===== config.mk =====
export PLATFORM = sky130hd
export DESIGN_NAME = mem_arbiter
export DESIGN_NICKNAME = d
export VERILOG_FILES = /design/src/rtl/mem_arbiter.sv
export SDC_FILE = /design/constraint.sdc
export NUM_CORES = 1
export LEC_CHECK = 0
export BUFFER_PORTS_ARGS = -buffer_cell sky130_fd_sc_hd__buf_2
export CAP_MARGIN = 20
export CORE_AREA = 2 2 109 111
export DETAILED_ROUTE_END_ITERATION = 12
export DIE_AREA = 0 0 111 113
export PLACE_DENSITY = 0.57
export SLEW_MARGIN = 40
export SYNTH_ARGS = -nofsm -noshare
export SYNTH_HDL_FRONTEND = slang
export SYNTH_SLANG_ARGS = --single-unit
export TNS_END_PERCENT = 20

===== constraint.sdc =====
create_clock -name i_Clk -period 2.3 [get_ports i_Clk]
set_input_delay 0.115 -clock i_Clk [delete_from_list [all_inputs] [get_ports i_Clk]]
set_output_delay 0.115 -clock i_Clk [all_outputs]
set_load 0.03 [all_outputs]

===== src/rtl/mem_arbiter.sv =====
// Two-port burst arbiter: I-cache (port 0) and D-cache (port 1) share one memory port.
// Define MEM_ARB_ROUND_ROBIN_EN for round-robin ties; otherwise port 1 has fixed priority.
module mem_arbiter #(
  parameter int DATA_WIDTH    = 32,
  parameter int ADDRESS_WIDTH = 22,
  parameter int BURST_LEN     = 4
) (
  input  logic                     i_Clk,
  input  logic                     i_Reset,
  input  logic                     i_Req0_Valid,
  input  logic                     i_Req0_Read_Write_n,
  input  logic [ADDRESS_WIDTH-1:0] i_Req0_Address,
  input  logic [DATA_WIDTH-1:0]    i_Req0_Data,
  output logic                     o_Req0_Valid,
  output logic                     o_Req0_Data_Read,
  output logic                     o_Req0_Last,
  output logic [DATA_WIDTH-1:0]    o_Req0_Data,
  input  logic                     i_Req1_Valid,
  input  logic                     i_Req1_Read_Write_n,
  input  logic [ADDRESS_WIDTH-1:0] i_Req1_Address,
  input  logic [DATA_WIDTH-1:0]    i_Req1_Data,
  output logic                     o_Req1_Valid,
  output logic                     o_Req1_Data_Read,
  output logic                     o_Req1_Last,
  output logic [DATA_WIDTH-1:0]    o_Req1_Data,
  output logic                     o_MEM_Valid,
  output logic                     o_MEM_Read_Write_n,
  output logic [ADDRESS_WIDTH-1:0] o_MEM_Address,
  output logic [DATA_WIDTH-1:0]    o_MEM_Data,
  input  logic                     i_MEM_Valid,
  input  logic                     i_MEM_Data_Read,
  input  logic                     i_MEM_Last,
  input  logic [DATA_WIDTH-1:0]    i_MEM_Data,
  output logic [1:0]               o_Grant,
  output logic                     o_Protocol_Error
);

  localparam int CNT_W = ($clog2(BURST_LEN + 1) > 3) ? $clog2(BURST_LEN + 1) : 3;
  localparam logic [CNT_W:0] BURST_LEN_C = (CNT_W + 1)'(BURST_LEN);

  typedef enum logic [1:0] {
    IDLE,
    GRANT0,
    GRANT1
  } state_t;

  state_t           state_q, state_d;
  logic [CNT_W-1:0] cnt_q, cnt_d;
  logic [CNT_W:0]   cnt_inc;
  logic             err_q, err_d;
  logic             gnt0, gnt1, win1;
  logic             sel_valid, sel_rw, beat_acc;

`ifdef MEM_ARB_ROUND_ROBIN_EN
  logic ptr_q, ptr_d;
`endif

  assign gnt0    = (state_q == GRANT0);
  assign gnt1    = (state_q == GRANT1);
  assign cnt_inc = {1'b0, cnt_q} + {{CNT_W{1'b0}}, 1'b1};

  always_comb begin
    win1 = i_Req1_Valid;
`ifdef MEM_ARB_ROUND_ROBIN_EN
    if (i_Req0_Valid && i_Req1_Valid) win1 = ~ptr_q;
`endif
  end

  always_comb begin
    sel_valid          = 1'b0;
    sel_rw             = 1'b0;
    o_MEM_Address      = '0;
    o_MEM_Data         = '0;
    if (gnt0) begin
      sel_valid     = i_Req0_Valid;
      sel_rw        = i_Req0_Read_Write_n;
      o_MEM_Address = i_Req0_Address;
      o_MEM_Data    = i_Req0_Data;
    end else if (gnt1) begin
      sel_valid     = i_Req1_Valid;
      sel_rw        = i_Req1_Read_Write_n;
      o_MEM_Address = i_Req1_Address;
      o_MEM_Data    = i_Req1_Data;
    end
    o_MEM_Valid        = sel_valid;
    o_MEM_Read_Write_n = sel_rw;
    beat_acc           = sel_valid && (sel_rw ? i_MEM_Valid : i_MEM_Data_Read);
  end

  // Strobes are gated by the owner's Valid so an aborting requester never sees Last.
  always_comb begin
    o_Req0_Valid     = gnt0 & i_Req0_Valid & i_MEM_Valid;
    o_Req0_Data_Read = gnt0 & i_Req0_Valid & i_MEM_Data_Read;
    o_Req0_Last      = gnt0 & i_Req0_Valid & i_MEM_Last;
    o_Req1_Valid     = gnt1 & i_Req1_Valid & i_MEM_Valid;
    o_Req1_Data_Read = gnt1 & i_Req1_Valid & i_MEM_Data_Read;
    o_Req1_Last      = gnt1 & i_Req1_Valid & i_MEM_Last;
    o_Req0_Data      = (gnt0 | gnt1) ? i_MEM_Data : '0;
    o_Req1_Data      = (gnt0 | gnt1) ? i_MEM_Data : '0;
    o_Grant          = {gnt1, gnt0};
    o_Protocol_Error = err_q;
  end

  always_comb begin
    state_d = state_q;
    cnt_d   = cnt_q;
    err_d   = err_q;
`ifdef MEM_ARB_ROUND_ROBIN_EN
    ptr_d   = ptr_q;
`endif
    case (state_q)
      IDLE: begin
        if (i_Req0_Valid || i_Req1_Valid) begin
          state_d = win1 ? GRANT1 : GRANT0;
          cnt_d   = '0;
`ifdef MEM_ARB_ROUND_ROBIN_EN
          ptr_d   = win1;
`endif
        end
      end
      GRANT0, GRANT1: begin
        if (!sel_valid) begin
          state_d = IDLE;
        end else if (beat_acc) begin
          if (i_MEM_Last) begin
            state_d = IDLE;
            if (cnt_inc != BURST_LEN_C) err_d = 1'b1;
          end else if (cnt_q != '1) begin
            // Saturating: an overlong burst still mismatches BURST_LEN at Last.
            cnt_d = cnt_inc[CNT_W-1:0];
          end
        end
      end
      default: state_d = IDLE;
    endcase
  end

  always_ff @(posedge i_Clk) begin
    if (i_Reset) begin
      state_q <= IDLE;
      cnt_q   <= '0;
      err_q   <= 1'b0;
`ifdef MEM_ARB_ROUND_ROBIN_EN
      ptr_q   <= 1'b1;
`endif
    end else begin
      state_q <= state_d;
      cnt_q   <= cnt_d;
      err_q   <= err_d;
`ifdef MEM_ARB_ROUND_ROBIN_EN
      ptr_q   <= ptr_d;
`endif
    end
  end

endmodule

After elaboration in Yosys (flattened, before gate mapping)
Index checks and enable logic that the tools add are counted. Widths: inputs -> output; s select.

Register bits: 6. Output and inout port bits: 129. Logic and storage cells: 54.

Add/subtract/negate cells: 1. Equal/unequal tests: 11. Multiplexer cells: 22. Bitwise operators: 9. Reduce and logical (&&, ||, !) cells: 8.

Operator list (count): $mux 32 (3); $mux 22 (2); $mux 3 (5); $mux 2 (5); $ne 2x2->1 const B (5); $ne 3x3->1 const B (3); $and 1x1->1 (8); $pmux 3 s2 (1); $reduce_and 6->1 (1); $mux 1 (5); $reduce_and 5->1 (1); $add 3x1->4 const B (1); $ne 4x3->1 const B (1); $pmux 2 s2 (1); $reduce_and 3->1 (1); $eq 2x1->1 const B (1); $eq 2x2->1 const B (1); $logic_not 2->1 (1); $reduce_bool 2->1 (1); $reduce_or 2->1 (1); $logic_and 1x1->1 (1); $logic_or 1x1->1 (1); $or 1x1->1 (1).

Longest topological paths before layout
Gate-level depths: netlist of the first run.

Depth after elaboration: 8. Mapped depth: 8.

Least setup slack after synthesis of the first run
Ideal clock, no wire load.

Kind: register -> output. Start: reg state_q[0]. End: out o_MEM_Address[0]. Data arrival time: 1.810 ns. Required time: 2.185 ns. Path slack: 0.375 ns. Stages on the path, launching flop included: 7. Cell sequence: dfxtp_1 > inv_1 > ha_1 > buf_2 > clkbuf_1 > nand2_1 > o21ai_0.

Cells in the longest elaborated chain, start to end: 3. Elaborated cells between the ends (all ways): 4. Those cells by class: eq/ne (2); mux (2).

RTL lines: start, declared (RTL line 47) `state_t state_q, state_d;`; start signal, assigned (RTL line 147) `state_q <= state_d;`; $eq 2x2->1 (RTL line 59) `assign gnt1 = (state_q == GRANT1);`; via gnt1 (RTL line 51) `logic gnt0, gnt1, win1;`; $mux 22 (RTL line 79) `end else if (gnt1) begin`; $mux 22 (RTL line 74) `if (gnt0) begin`; end, declared (RTL line 28) `output logic [ADDRESS_WIDTH-1:0] o_MEM_Address,`.

The timed path passes the listed nets, and every way through them passes these cells.

Final worst setup path of the first run
Start: reg state_q[0]. End: out o_MEM_Data[31].

Cells in the longest elaborated chain, start to end: 3. Elaborated cells between the ends (all ways): 4. Those cells by class: eq/ne (2); mux (2).

RTL lines: $eq 2x2->1 (RTL line 59); $mux 32 (RTL line 79); $mux 32 (*) (RTL line 74); end, declared (RTL line 29) `output logic [DATA_WIDTH-1:0] o_MEM_Data,`.

Every way passes the cells marked *; elsewhere a longest branch is shown, timed or not.

==> impl_metrics.yaml, run 1 <==
clocking:
  tritoncts_num_sinks: 6
  cts_made_buffers: 3
  cts_setup_buffers: 0
  postCtsResizedCells: 0
  clkSlewWorstSetupHoldPaths_ns: 0.03
  cts-root-buf: "sky130_fd_sc_hd__clkbuf_16"
  hold_buffers: 0
  cts_tree: "yes"
  clock_insertion_delay_at_the_later_pin_of_the_skew_report_ns: 0.23
  h_tree_depth: 1
  cts_buffer_depth: 2
synthesis:
  synth-seq-area-share_pct: 6.89
  number_of_synthesis_warnings: 0
  ys_top_cells_by_area: "sky130_fd_sc_hd__nand2_1, sky130_fd_sc_hd__buf_4, sky130_fd_sc_hd__o21ai_0"
  syn_nets: 462
  syn_avg_cell_area_um2: 5.66
  post-synth-top-area-fraction_pct: 23.9
  ys_seq_elements: 6
  synth_top_cell_by_area: "sky130_fd_sc_hd__nand2_1"
  syn-cell-area_um2: 1740
  netlist_instances: 308
  count_of_distinct_cell_types_in_the_synthesized_netlist: 32
job:
  drv.max_cap_violation_count: 0
critical_path:
  crit_path_max_incr_delay_ns: 0.32
  critPathKind: "reg2out"
  cp-end-kind: "primary output"
  crit_path_max_fanout: 17
  regToRegSetupSlack_ns: 0.49
  critical_path_arrival_ns: 1.82
  cell_with_the_largest_stage_delay_on_the_worst_path: "sky130_fd_sc_hd__dfxtp_1"
  crit_required_ns: 2.18
  cp_startpoint_kind: "flop"
  crit_path_cell_trace: "inv_1 > ha_2 > buf_4 > nor2b_1 > a22o_1 > buf_2"
timing:
  finalSetupTns_ns: 0
  maxSlewHeadroom_pct: 77.1
  final_min_period_over_clock_period_pct: 84.1
  min_period_ns: 1.93
  finalHoldViolations: 0
  finalSetupViolations: 0
  worst_pin_slew_ns: 0.343
  finalClockSkew_ns: 0.000506
  fmax_ghz: 0.517
  hold_slack_ns: 0.146
  grt_setup_unrepaired: "false"
  final-max-slew-violation-count: 0
  postLayoutSetupSlackWorst_ns: 0.367
hold_path:
  hold_path_class: "in2reg"
die:
  dieHeight_um: 113
  floorplan.core_area_um2: 11300
  start_util_pct: 15.5
  fp.dieArea_um2: 12500
  dieWidth_um: 111
  row_count: 39
  num_io_pins: 278
placed_design:
  dp_hpwl_mm: 7.30
  globalplace.congestion: 0.778
  preCtsSetupSlack_ns: 0.457
  buffer_ports.inserted: 277
cells_and_area:
  mostFrequentLayoutCell: "sky130_fd_sc_hd__buf_2"
  antenna_cells: 0
  layout_common_cells: "sky130_fd_sc_hd__buf_2, sky130_fd_sc_hd__nand2_1, sky130_fd_sc_hd__o21ai_0, sky130_fd_sc_hd__and2_1, sky130_fd_sc_hd__dfxtp_1"
  post_route_cells_drive_above_1_share_pct: 54.6
  finalNetCount: 693
  area_delta_synth_final_pct: 77.6
grt:
  grt_remaining_overflow: 0
  number_of_global_route_vias_before_repair: 2366
  maximum_number_of_pins_on_one_net_before_global_route_repair: 68
  global_route_wire_length_before_repair_mm: 12.5
  grtUsageTotal_pct: 12.1
  initial_antenna_violation_count: 0
power_and_ir_drop:
  power.density_cell_area_nw_per_um2: 470
  power.leakage_nw: 1.83
  vdd.ir_drop.worst_mv: 0.325
  fin_total_pwr_mw: 1.46
detailed_routing:
  average_vias_per_placed_instance: 4.04
  antenna_left: 0
  wirelength_mm: 8.51
  drt-pass1-iter-count: 4
  routed_wire_length_per_instance_um: 12.5
  routed-via-count: 2744
  drt_first_iter_violations: 75
  post-route-drc-count: 0
outcome:
  run_status: "finished clean"
flip-flops by register name, indices dropped and copies added (netlist names):
signal,count
cnt_q,3
state_q,2
o_Protocol_Error,1
cell families after synthesis:
family,Yosys count,synth area share (%)
and+or+nand+nor,165,42.8
adders and majority gates,5,3.59
muxes,3,1.72
buffers and inverters,62,21.7
DFF,6,6.89
AOI/OAI and AO/OA,67,23.4
worst paths after layout:
kind,cells after the start,end,from
max reg2reg,7,cnt_q[0]$_SDFFE_PP0P_,state_q[1]$_SDFFE_PP0P_
max,6,o_MEM_Data[31],state_q[0]$_SDFFE_PP0P_
min reg2reg,2,o_Protocol_Error$_SDFFE_PP0P_,o_Protocol_Error$_SDFFE_PP0P_
min,2,state_q[0]$_SDFFE_PP0P_,i_Reset
synthesized netlist by cell type:
cell type,number
sky130_fd_sc_hd__a21oi_1,1
sky130_fd_sc_hd__dfxtp_1,6
sky130_fd_sc_hd__a22o_1,4
sky130_fd_sc_hd__clkbuf_1,16
sky130_fd_sc_hd__buf_4,35
sky130_fd_sc_hd__o31ai_1,1
sky130_fd_sc_hd__nand3_1,4
sky130_fd_sc_hd__and3b_1,1
sky130_fd_sc_hd__nand2_1,111
sky130_fd_sc_hd__o311ai_2,1
sky130_fd_sc_hd__nor2b_1,1
sky130_fd_sc_hd__mux2i_1,3
sky130_fd_sc_hd__nor2_1,5
sky130_fd_sc_hd__a2bb2oi_1,1
sky130_fd_sc_hd__buf_6,1
sky130_fd_sc_hd__nand3b_1,1
sky130_fd_sc_hd__a21bo_2,1
sky130_fd_sc_hd__a211oi_1,1
sky130_fd_sc_hd__buf_2,5
sky130_fd_sc_hd__ha_1,5
sky130_fd_sc_hd__a32oi_2,1
sky130_fd_sc_hd__or2_2,1
sky130_fd_sc_hd__o211ai_1,1
sky130_fd_sc_hd__o21ai_0,51
sky130_fd_sc_hd__and3_1,5
sky130_fd_sc_hd__and2_1,34
sky130_fd_sc_hd__a211oi_2,1
sky130_fd_sc_hd__a41oi_1,1
sky130_fd_sc_hd__nand4b_1,2
sky130_fd_sc_hd__a211o_1,1
sky130_fd_sc_hd__o31a_1,1
sky130_fd_sc_hd__inv_1,5
per-stage QoR:
stage	instance area, µm²	cells	util [%]
after global routing	3100	680	27.5
after detailed placement	3020	677	26.8
final	3100	680	27.5
after global placement	3020	677	26.8
after CTS	3100	680	27.5
after floorplan	1740	308	-
critical path, delay by kind of cell (launching register included):
| kind | cells | cell delay [ns] |
|---|---|---|
| flip-flops | 1 | 0.32 |
| adder cells (fa/ha/maj) | 1 | 0.20 |
| buffers and inverters | 3 | 0.58 |
| AND/OR/NAND/NOR | 1 | 0.29 |
| AO/OA/AOI/OAI | 1 | 0.19 |
cell type report:
| type | instances | area [µm²] |
|---|---|---|
| Fill cell | 1290 | 8170 |
| Clock buffer | 3 | 75.1 |
| Multi-Input combinational cell | 240 | 1260 |
| Timing Repair Buffer | 283 | 1440 |
| Inverter | 5 | 18.8 |
| Sequential cell | 6 | 120 |
| Tap cell | 143 | 179 |
power by group:
part,internal (mW),switching (mW)
registers,0.108,0.00237
logic,0.330,0.729
clock network,0.223,0.0622
layer usage:
metal	global-route usage (%)	routed length (µm)	vias up
li1	-	-	1439
met1	14.1	3350	1131
met2	22.7	4210	169
met3	3.16	895	5
met4	1.83	61	0
met5	0	0	-
(Power assumes the default switching activity.)
==> run 2, diff against run 1 <==
--- a/config.mk
+++ b/config.mk
@@ -10,7 +10,7 @@
 export CORE_AREA = 2 2 109 111
 export DETAILED_ROUTE_END_ITERATION = 12
 export DIE_AREA = 0 0 111 113
-export PLACE_DENSITY = 0.57
+export PLACE_DENSITY = 0.59
 export SLEW_MARGIN = 40
 export SYNTH_ARGS = -nofsm -noshare
 export SYNTH_HDL_FRONTEND = slang
==> constraint.sdc (replaced) <==
create_clock -name i_Clk -period 1.6 [get_ports i_Clk]
set_input_delay 0.08 -clock i_Clk [delete_from_list [all_inputs] [get_ports i_Clk]]
set_output_delay 0.08 -clock i_Clk [all_outputs]
set_load 0.03 [all_outputs]
==> impl_metrics.yaml, run 2 (synthesis results as in run 1) <==
critical_path:
  cp-end-kind: "flop"
  crit_path_start: "state_q[0]$_SDFFE_PP0P_"
  crit_end: "state_q[0]$_SDFFE_PP0P_"
  regToRegSetupSlack_ns: -0.03
  critical_path.reg2reg.endpoint: "state_q[0]$_SDFFE_PP0P_"
  rr_startpoint: "state_q[0]$_SDFFE_PP0P_"
  critical_path_arrival_ns: 1.78
  crit_required_ns: 1.74
  critPathKind: "reg2reg"
  crit_path_max_fanout: 7
  cp_startpoint_kind: "flop"
  logic_depth_of_the_worst_register_to_register_path: 8
power_and_ir_drop:
  cell_internal_pwr_mw: 1.16
  clock_power_share_pct: 17.2
  comb_power_share_pct: 76.0
  power.leakage_nw: 1.97
  power.switching_mw: 1.19
  fin_total_pwr_mw: 2.35
  power.density_cell_area_nw_per_um2: 651
  vdd.ir_drop.worst_mv: 0.393
  netSwitchingFraction_pct: 50.6
  fraction_of_power_consumed_by_sequential_logic_pct: 6.8
timing:
  fmax_ghz: 0.613
  min_period_ns: 1.63
  finalSetupTns_ns: -0.0866
  postLayoutSetupSlackWorst_ns: -0.0324
  finalSetupViolations: 10
  maxSlewHeadroom_pct: 78.4
  hold_slack_ns: 0.106
  final-max-slew-violation-count: 0
  grt_setup_unrepaired: "true"
  final_min_period_over_clock_period_pct: 102
  worst_pin_slew_ns: 0.324
  finalClockSkew_ns: 0.00114
  finalHoldViolations: 0
clocking:
  cts_buffer_depth: 2
  h_tree_depth: 1
  tritoncts_num_sinks: 6
  cts_made_buffers: 3
  cts_tree: "yes"
  cts-root-buf: "sky130_fd_sc_hd__clkbuf_16"
  clock_insertion_delay_at_the_later_pin_of_the_skew_report_ns: 0.23
  clkSlewWorstSetupHoldPaths_ns: 0.03
die:
  num_io_pins: 278
  floorplan.core_area_um2: 11300
  dieHeight_um: 113
  start_util_pct: 15.5
  fp.dieArea_um2: 12500
  row_count: 39
  dieWidth_um: 111
detailed_routing:
  post-route-drc-count: 0
  antenna_left: 0
  wirelength_mm: 8.70
  average_vias_per_placed_instance: 4.18
  drt_first_iter_violations: 94
  routed_wire_length_per_instance_um: 12.6
  routed-via-count: 2898
  drt-pass1-iter-count: 4
grt:
  grtUsageTotal_pct: 12.4
  initial_antenna_violation_count: 0
  grt_remaining_overflow: 0
  number_of_global_route_vias_before_repair: 2599
  global_route_wire_length_before_repair_mm: 12.5
  maximum_number_of_pins_on_one_net_before_global_route_repair: 33
hold_path:
  worstHoldPathCells: 2
  hold_path_class: "in2reg"
outcome:
  run_status: "complete, but fails checks"
  violations: "negative setup slack"
placed_design:
  buffer_ports.inserted: 277
  dp.cells: 686
  dp_hpwl_mm: 7.25
  globalplace.congestion: 0.803
cells_and_area:
  area_delta_synth_final_pct: 107
  finalNonFillerCells: 693
  largest_reg_flops: 3
  mostFrequentLayoutCell: "sky130_fd_sc_hd__buf_2"
  post_route_cells_drive_above_1_share_pct: 59.1
  finish.utilization_pct: 32.0
  layout_common_cells: "sky130_fd_sc_hd__buf_2, sky130_fd_sc_hd__nand2_1, sky130_fd_sc_hd__buf_4, sky130_fd_sc_hd__o21ai_1, sky130_fd_sc_hd__and2_1"
  antenna_cells: 0
  largest_register: "cnt_q"
  finalNetCount: 706
job:
  drv.max_cap_violation_count: 0
## run 2: through the flow
stage / instance area [µm²] / setup WS, ns
global placement: 3100 / -0.0465
CTS: 3420 / -0.0442
finish: 3610 / -0.0324
floorplan: 1760 / -0.0668
global route: 3610 / -0.128
detailed placement: 3100 / -0.0402
## run 2: layout make-up
| class | instances | area, µm² |
|---|---|---|
| inverter | 5 | 21.3 |
| multi-input combinational | 240 | 1340 |
| sequential | 6 | 125 |
| timing repair buffer | 296 | 1860 |
| fill | 1248 | 7660 |
| clock buffer | 3 | 75.1 |
| tap | 143 | 179 |
## run 2: how the worst min path moves through the flow
stage | end | startpoint | slack (ns)
finish | state_q[0]$_SDFFE_PP0P_ | i_Reset | 0.11
global route | state_q[0]$_SDFFE_PP0P_ | i_Reset | 0.12
CTS | state_q[0]$_SDFFE_PP0P_ | i_Reset | 0.11
detailed placement | state_q[0]$_SDFFE_PP0P_ | i_Reset | 0.35
global placement | state_q[0]$_SDFFE_PP0P_ | i_Reset | 0.35
floorplan | state_q[0]$_SDFFE_PP0P_ | i_Reset | 0.14
## run 2: timing repair
item	in CTS	in global routing
hold buffers	0	0
pin swaps	1	4
setup buffers	0	3
resized for setup	82	56
endpoints found under the setup margin	127	130
cloned	0	1
## run 2: layer usage
metal  routed length [µm]  GRT usage, %  vias to the layer above
met4                   82          3.42                        0
met1                 3080          12.4                     1250
met5                    0             0                        -
met3                  936          3.91                        5
met2                 4610          24.5                      171
li1                     -             -                     1472
## run 2: power by group through the flow
stage | Sequential [mW] | Combinational [mW] | Clock (mW)
after floorplan | 0.161 | 1.11 | 0
after global placement | 0.160 | 1.57 | 0
after detailed placement | 0.160 | 1.57 | 0
after CTS | 0.159 | 1.71 | 0.416
after global routing | 0.161 | 1.89 | 0.422
final | 0.161 | 1.78 | 0.403
## run 2: worst max-delay path: stages, from the launching register on
cell                       delay [ns]
sky130_fd_sc_hd__dfxtp_2         0.32
sky130_fd_sc_hd__buf_6           0.11
sky130_fd_sc_hd__ha_4            0.17
sky130_fd_sc_hd__buf_6           0.12
sky130_fd_sc_hd__buf_4           0.12
sky130_fd_sc_hd__nand2_1         0.09
sky130_fd_sc_hd__a32oi_2         0.16
sky130_fd_sc_hd__a21bo_2         0.26
sky130_fd_sc_hd__a211oi_2        0.20
==> run 3, diff against run 2 <==
--- a/config.mk
+++ b/config.mk
@@ -7,10 +7,10 @@
 export LEC_CHECK = 0
 export BUFFER_PORTS_ARGS = -buffer_cell sky130_fd_sc_hd__buf_2
 export CAP_MARGIN = 20
-export CORE_AREA = 2 2 109 111
+export CORE_AREA = 2 2 107 109
 export DETAILED_ROUTE_END_ITERATION = 12
-export DIE_AREA = 0 0 111 113
-export PLACE_DENSITY = 0.59
+export DIE_AREA = 0 0 109 111
+export PLACE_DENSITY = 0.6
 export SLEW_MARGIN = 40
 export SYNTH_ARGS = -nofsm -noshare
 export SYNTH_HDL_FRONTEND = slang
==> impl_metrics.yaml, run 3 (synthesis results as in run 1) <==
outcome:
  run_status: "complete, but fails checks"
  violations: "negative setup slack"
grt:
  global_route_wire_length_before_repair_mm: 11.2
  grt_remaining_overflow: 0
  global_route.usage.met2_pct: 23.6
  number_of_global_route_vias_before_repair: 2447
  maximum_number_of_pins_on_one_net_before_global_route_repair: 33
  initial_antenna_violation_count: 0
  busiest_layer: "met2"
  grt.met1_usage_pct: 11.6
  grtUsageTotal_pct: 11.4
  met3_usage_pct: 2.23
detailed_routing:
  antenna_left: 0
  wirelength_mm: 8.37
  drt_first_iter_violations: 89
  post-route-drc-count: 0
  routed_wire_length_per_instance_um: 12.0
  drt-pass1-iter-count: 4
  average_vias_per_placed_instance: 4.10
  routed-via-count: 2848
placed_design:
  dp.cells: 684
  preCtsSetupSlack_ns: -0.0165
  placed_area_um2: 3110
  dp_hpwl_mm: 6.42
  buffer_ports.inserted: 277
  globalplace.congestion: 0.745
clocking:
  cts_buffer_depth: 2
  cts_tree: "yes"
  cts_made_buffers: 3
  clock_insertion_delay_at_the_later_pin_of_the_skew_report_ns: 0.23
  h_tree_depth: 1
  cts-root-buf: "sky130_fd_sc_hd__clkbuf_16"
  hold_buffers: 0
  tritoncts_num_sinks: 6
  clkSlewWorstSetupHoldPaths_ns: 0.03
cells_and_area:
  largest_reg_flops: 3
  antenna_cells: 0
  area_delta_synth_final_pct: 112
  finalNetCount: 708
  mostFrequentLayoutCell: "sky130_fd_sc_hd__buf_2"
  finalInstanceArea_um2: 3700
  largest_register: "cnt_q"
  finalNonFillerCells: 695
  finish.utilization_pct: 33.4
  layout_common_cells: "sky130_fd_sc_hd__buf_2, sky130_fd_sc_hd__nand2_1, sky130_fd_sc_hd__buf_4, sky130_fd_sc_hd__o21ai_1, sky130_fd_sc_hd__and2_1"
  post_route_cells_drive_above_1_share_pct: 59.4
timing:
  finalSetupTns_ns: -0.00902
  finalSetupViolations: 1
  final-max-slew-violation-count: 0
  min_period_ns: 1.61
  worst_pin_slew_ns: 0.413
  grt_setup_unrepaired: "true"
  maxSlewHeadroom_pct: 72.3
  hold_slack_ns: 0.0810
  postLayoutSetupSlackWorst_ns: -0.00902
  final_min_period_over_clock_period_pct: 101
  fmax_ghz: 0.621
  finalHoldViolations: 0
  finalClockSkew_ns: 0.00181
die:
  start_util_pct: 15.7
  dieWidth_um: 109
  dieHeight_um: 111
  row_count: 39
  fp.dieArea_um2: 12100
  num_io_pins: 278
  floorplan.core_area_um2: 11100
critical_path:
  crit_path_max_incr_delay_ns: 0.36
  cp_startpoint_kind: "flop"
  crit_path_max_fanout: 7
  crit_path_cell_trace: "inv_4 > ha_4 > and3b_1 > o211ai_1 > a2bb2oi_1 > o31ai_1"
  critPathTopFamily: "compound AO/OA/AOI/OAI gates"
  cp-end-kind: "flop"
  crit_required_ns: 1.73
  cell_with_the_largest_stage_delay_on_the_worst_path: "sky130_fd_sc_hd__o211ai_1"
  critPathKind: "reg2reg"
  worst-path-buf-inv: 1
  critical_path_arrival_ns: 1.74
power_and_ir_drop:
  fin_total_pwr_mw: 2.42
  power.density_cell_area_nw_per_um2: 654
  vdd.ir_drop.worst_mv: 0.306
  power.leakage_nw: 2.02
job:
  drv.max_cap_violation_count: 0
hold_path:
  hold_path_class: "in2reg"
==> run 3: cell types whose count changed in the layout (fill, tap and decap cells not counted), moves of 2 or more <==
| cell | before | now |
|---|---|---|
| sky130_fd_sc_hd__buf_6 | 10 | 15 |
| sky130_fd_sc_hd__and2_4 | 0 | 2 |
| sky130_fd_sc_hd__nand2_1 | 111 | 109 |
| sky130_fd_sc_hd__clkbuf_4 | 16 | 5 |
| sky130_fd_sc_hd__nand2_2 | 0 | 2 |
| sky130_fd_sc_hd__and2_1 | 34 | 32 |
| sky130_fd_sc_hd__buf_4 | 62 | 68 |
| sky130_fd_sc_hd__buf_16 | 0 | 2 |
==> run 3: routing by layer <==
metal	wire [µm]	share of wire, %	vias to the layer above
li1	-	-	1471
met1	3080	37	1209
met2	4430	53	166
met3	831	9.9	2
met4	24	0.29	0
met5	0	0	-
==> run 3: area by class of cell <==
| class | count | area [µm²] |
|---|---|---|
| Tap cell | 143 | 179 |
| Inverter | 5 | 21.3 |
| Clock buffer | 3 | 75.1 |
| Fill cell | 1198 | 7370 |
| Sequential cell | 6 | 125 |
| Multi-Input combinational cell | 240 | 1340 |
| Timing Repair Buffer | 298 | 1960 |
==> run 3: path summary, 6_finish.rpt <==
| check | startpoint | endpoint | slack [ns] | cells past startpoint |
|---|---|---|---|---|
| setup / recovery | state_q[1]$_SDFFE_PP0P_ | state_q[1]$_SDFFE_PP0P_ | -0.009 | 6 |
| hold / removal | i_Reset | state_q[0]$_SDFFE_PP0P_ | 0.08 | 2 |
| setup reg to reg | state_q[1]$_SDFFE_PP0P_ | state_q[1]$_SDFFE_PP0P_ | -0.009 | 6 |
| hold reg to reg | cnt_q[1]$_SDFFE_PP0P_ | cnt_q[1]$_SDFFE_PP0P_ | 0.48 | 2 |
==> run 3: repair_timing <==
action	CTS	global route
pin swaps	3	0
buffers inserted	3	1
cloned	2	2
setup endpoints to repair	123	121
gates resized for setup	77	85
==> run 3: power breakdown <==
group,switching (mW),internal (mW),leakage (nW)
Sequential,0.00616,0.156,0.0497
Combinational,1.11,0.740,1.93
Clock,0.0907,0.321,0.0370
Total,1.21,1.22,2.02
